`src/rtl/memory.sv`:
```
// Single-port synchronous RAM behind a valid/ready request interface.
// Each accepted request performs one read or write, then answers with a one-cycle ready pulse.
module memory #(
    parameter int MEMORY_WIDTH  = 8,
    parameter int MEMORY_DEPTH  = 16,
    parameter int ADDRESS_WIDTH = (MEMORY_DEPTH > 1) ? $clog2(MEMORY_DEPTH) : 1
) (
    input  logic                     clk_i,
    input  logic                     rst_i,
    input  logic                     valid_i,
    input  logic                     wr_rd_i,
    input  logic [ADDRESS_WIDTH-1:0] addr_i,
    input  logic [MEMORY_WIDTH-1:0]  wdata_i,
    output logic                     ready_o,
    output logic [MEMORY_WIDTH-1:0]  rdata_o
);

    typedef enum logic {
        IDLE = 1'b0,
        RESP = 1'b1
    } state_e;

    // One extra bit so that a power-of-2 depth compares without overflowing the limit.
    localparam logic [ADDRESS_WIDTH:0] DEPTH_LIMIT = (ADDRESS_WIDTH + 1)'(MEMORY_DEPTH);

    state_e                  state_q, state_d;
    logic [MEMORY_WIDTH-1:0] rdata_q, rdata_d;
    logic                    accept;
    logic                    in_range;

    // Kept as a flat array so memory-image load/dump and hierarchical access reach it directly.
    logic [MEMORY_WIDTH-1:0] mem [0:MEMORY_DEPTH-1];

    assign in_range = ({1'b0, addr_i} < DEPTH_LIMIT);

    // NOTE: every variable gets its default before the case, so no path leaves one unassigned
    // and no latch is inferred.
    always_comb begin
        state_d = state_q;
        rdata_d = rdata_q;
        accept  = 1'b0;
        case (state_q)
            IDLE: begin
                if (valid_i) begin
                    accept  = 1'b1;
                    state_d = RESP;
                    if (!wr_rd_i) begin
                        rdata_d = in_range ? mem[addr_i] : '0;
                    end
                end
            end
            RESP: begin
                // valid_i is deliberately ignored here so a master may hold it while sampling ready_o.
                state_d = IDLE;
            end
            default: begin
                state_d = IDLE;
            end
        endcase
    end

    // NOTE: state registers use non-blocking assignments so every flop samples pre-edge values.
    always_ff @(posedge clk_i or negedge rst_i) begin
        if (!rst_i) begin
            state_q <= IDLE;
            rdata_q <= '0;
        end else begin
            state_q <= state_d;
            rdata_q <= rdata_d;
        end
    end

    // NOTE: clearing the array on reset rules out a RAM macro and builds it from flops;
    // that is the intended trade for a guaranteed all-zero, X-free image after reset.
    always_ff @(posedge clk_i or negedge rst_i) begin
        if (!rst_i) begin
            for (int i = 0; i < MEMORY_DEPTH; i++) begin
                mem[i] <= '0;
            end
        end else if (accept && wr_rd_i && in_range) begin
            mem[addr_i] <= wdata_i;
        end
    end

    assign ready_o = (state_q == RESP);
    assign rdata_o = rdata_q;

    ready_single_pulse: assert property (@(posedge clk_i) disable iff (!rst_i)
        ready_o |=> !ready_o);

    rdata_known: assert property (@(posedge clk_i) disable iff (!rst_i)
        !$isunknown(rdata_o));

endmodule

```
`config.mk`:
```
export PLATFORM = sky130hd
export DESIGN_NAME = memory
export DESIGN_NICKNAME = d
export VERILOG_FILES = /design/src/rtl/memory.sv
export SDC_FILE = /design/constraint.sdc
export NUM_CORES = 1
export LEC_CHECK = 0
export CORE_UTILIZATION = 63
export CTS_BUF_LIST = sky130_fd_sc_hd__clkbuf_8
export CTS_CLUSTER_DIAMETER = 40
export DETAILED_ROUTE_END_ITERATION = 6
export PLACE_DENSITY = 0.82
export SLEW_MARGIN = 20
export SYNTH_ARGS = -nofsm -noshare
export SYNTH_HDL_FRONTEND = slang
export SYNTH_SLANG_ARGS = --single-unit
```
`constraint.sdc`:
```
create_clock -name clk_i -period 2.3 [get_ports clk_i]
set_input_delay 0.575 -clock clk_i [delete_from_list [all_inputs] [get_ports clk_i]]
set_output_delay 0.575 -clock clk_i [all_outputs]
set_load 0.05 [all_outputs]
```
==> impl_metrics.ini <==
[clocking]
clk_pin_slew_ns = 0.07
clock_latency_ns = 0.43
cts_max_path_buffers = 2
cts_tree = yes
cts.sinks = 137
root_buffer = clkbuf_8
cts_made_buffers = 17
post-cts-setup-buffers = 0
cts_hold_buffers = 0
cts_resized = 0
htreeDepth = 4

[routing]
drc = 0
highest_layer = met4
drt_iter0_drc = 151
via_per_inst = 6.15
via_count = 3917
dr.pass1.iters = 6
wl_per_cell_um = 21.4
wl_met3_um = 742
wl_met1_um = 5860
detail-route-antenna-nets = 0
met2_wirelength_um = 6780
postRouteWirelength_um = 13600

[critical_path]
rr_worst_depth = 5
worst-path-buf-inv = 1
critPathMaxStageDelay_ns = 0.82
required_ns = 1.73
start_kind = flip-flop
cp-startpoint = rdata_o[0]
crit-reg2reg-launch = ready_o
slowest_stage = clkdlybuf4s50_1
crit_family = buffers and inverters
crit_fanout = 2
reg2reg_to = mem[126]
end_kind = output port
r2r_slack_ns = 0.41
arrival_ns = 1.65
criticalPathCategory = reg2out
crit_chain = clkdlybuf4s50_1

[run]
cap_violations = 0

[logic_synthesis]
synth_top_area_cell = dfrtp_1
yosys-top-cells-area = dfrtp_1, mux2_2, mux2i_1, mux4_2, o22ai_1
async_reset_ff_share_pct = 100
synth_cell_types = 28
ys_seq_area_share_pct = 55.2
ys_warn_count = 0
ys.flop_type = dfrtp_1
synth_most_common_cell = dfrtp_1
syn_inst = 438
synth-edff-count = 0
ys_seq_elements = 137
synth_top_area_share_pct = 55.2
syn_nets = 454
synth_commonest_cells = dfrtp_1, mux2_2, mux2i_1
syn_area_per_cell_um2 = 14.2
synth_area_um2 = 6210

[global_route]
grt.total_usage_pct = 29.9
antenna_found_initial = 0
grt_pass1_vias = 4236
overflow = 0
grt_max_degree = 52
grt_pass1_wl_um = 22100

[cells_and_area]
nets = 511
diodes = 0
layout-drive-gt1-share_pct = 43.5
final_util_pct = 77.2
final_area_um2 = 7270
syn_to_final_growth_pct = 16.9

[sta]
fmax_ghz = 0.450
slew_violations = 0
fin_skew_ns = 0.0100
max_slew.worst_pin.slew_ns = 0.661
finalHoldViolations = 0
relSlewSlack_pct = 55.8
rsz0062_at_grt = no
min_period_ns = 2.22
setup_viol = 0
finalCritPeriodShare_pct = 96.6

[floorplan]
die-area_um2 = 10300
start_util_pct = 66.0
fp.dieH_um = 101
rows = 35
io_pins = 25
coreArea_um2 = 9420
die_w_um = 101

[place]
placed_cell_area_um2 = 6930
dp_hpwl_um = 8880
place.gp.congestion = 0.778
io_buffers = 24

[pwr]
ir_drop_v = 0.000571
p_per_area_nw_per_um2 = 788
power_leakage_nw = 3.37

[hold_path]
hp-class = in2async

[run_status]
status = complete, no violations
[logic make-up after synthesis]
| family | Yosys count | synth area share, % |
|---|---|---|
| multiplexers | 184 | 33.8 |
| flip-flops | 137 | 55.2 |
| AND/OR/NAND/NOR | 50 | 4.77 |
| AO/OA/AOI/OAI | 40 | 4.19 |
| buffers and inverters | 27 | 2.03 |
[where the power goes]
group / total (mW) / switching [mW] / leakage (nW) / internal (mW)
registers: 3.04 / 0.222 / 1.78 / 2.81
clock network: 1.67 / 0.862 / 0.195 / 0.804
logic: 1.03 / 0.487 / 1.39 / 0.540
total: 5.73 / 1.57 / 3.37 / 4.16
[cells in the final DEF (no fill, tap or decap), types with 8 or more instances in the layout]
master | synthesis | routed
a31oi_1 | 8 | 8
mux4_2 | 8 | 8
nor2_1 | 17 | 17
o22ai_1 | 16 | 16
buf_12 | 0 | 11
buf_4 | 2 | 30
o21ai_0 | 8 | 8
clkinv_2 | 0 | 8
clkdlybuf4s50_1 | 0 | 22
clkbuf_8 | 0 | 20
mux2i_1 | 48 | 48
a221oi_1 | 8 | 8
mux2_2 | 128 | 128
dfrtp_1 | 137 | 137
[worst max-delay path by stage]
stage	cells past startpoint	slack [ns]	to
2_1_floorplan	5	0.21	mem[120]
3_3_place_gp	6	-0.14	mem[123]
3_5_place_dp	5	-0.18	mem[117]
4_1_cts	1	0.06	ready_o
5_1_grt	1	0.03	ready_o
6_report	1	0.08	rdata_o[0]
[metal layers]
metal	track usage, %	up-vias
li1	-	1739
met1	39.3	2048
met2	49.0	107
met3	7.66	23
met4	10.0	0
met5	0	-
[area by class of cell]
class	instances	area [um^2]
Tap cell	129	161
Clock inverter	12	60.1
Multi-Input combinational cell	274	2660
Sequential cell	137	3430
Fill cell	575	2150
Clock buffer	20	275
Timing Repair Buffer	65	682
[flip-flops by register name, indices dropped and copies added, names as in the netlist]
| signal | cells |
|---|---|
| mem | 128 |
| rdata_o | 8 |
| ready_o | 1 |
[metrics by stage]
| stage | std cells | power [mW] | setup TNS [ns] | worst slack (ns) | hold slack (ns) |
|---|---|---|---|---|---|
| 6_report | 637 | 5.73 | 0 | 0.0789 | 0.0861 |
| 5_1_grt | 637 | 5.98 | 0 | 0.0281 | 0.108 |
| 4_1_cts | 637 | 5.76 | 0 | 0.0622 | 0.0934 |
| 3_5_place_dp | 605 | 4.08 | -8.28 | -0.177 | 0.484 |
| 3_3_place_gp | 605 | 4.01 | -5.20 | -0.139 | 0.460 |
| 2_1_floorplan | 438 | 3.72 | 0 | 0.209 | 0.279 |
(Power assumes the default switching activity.)
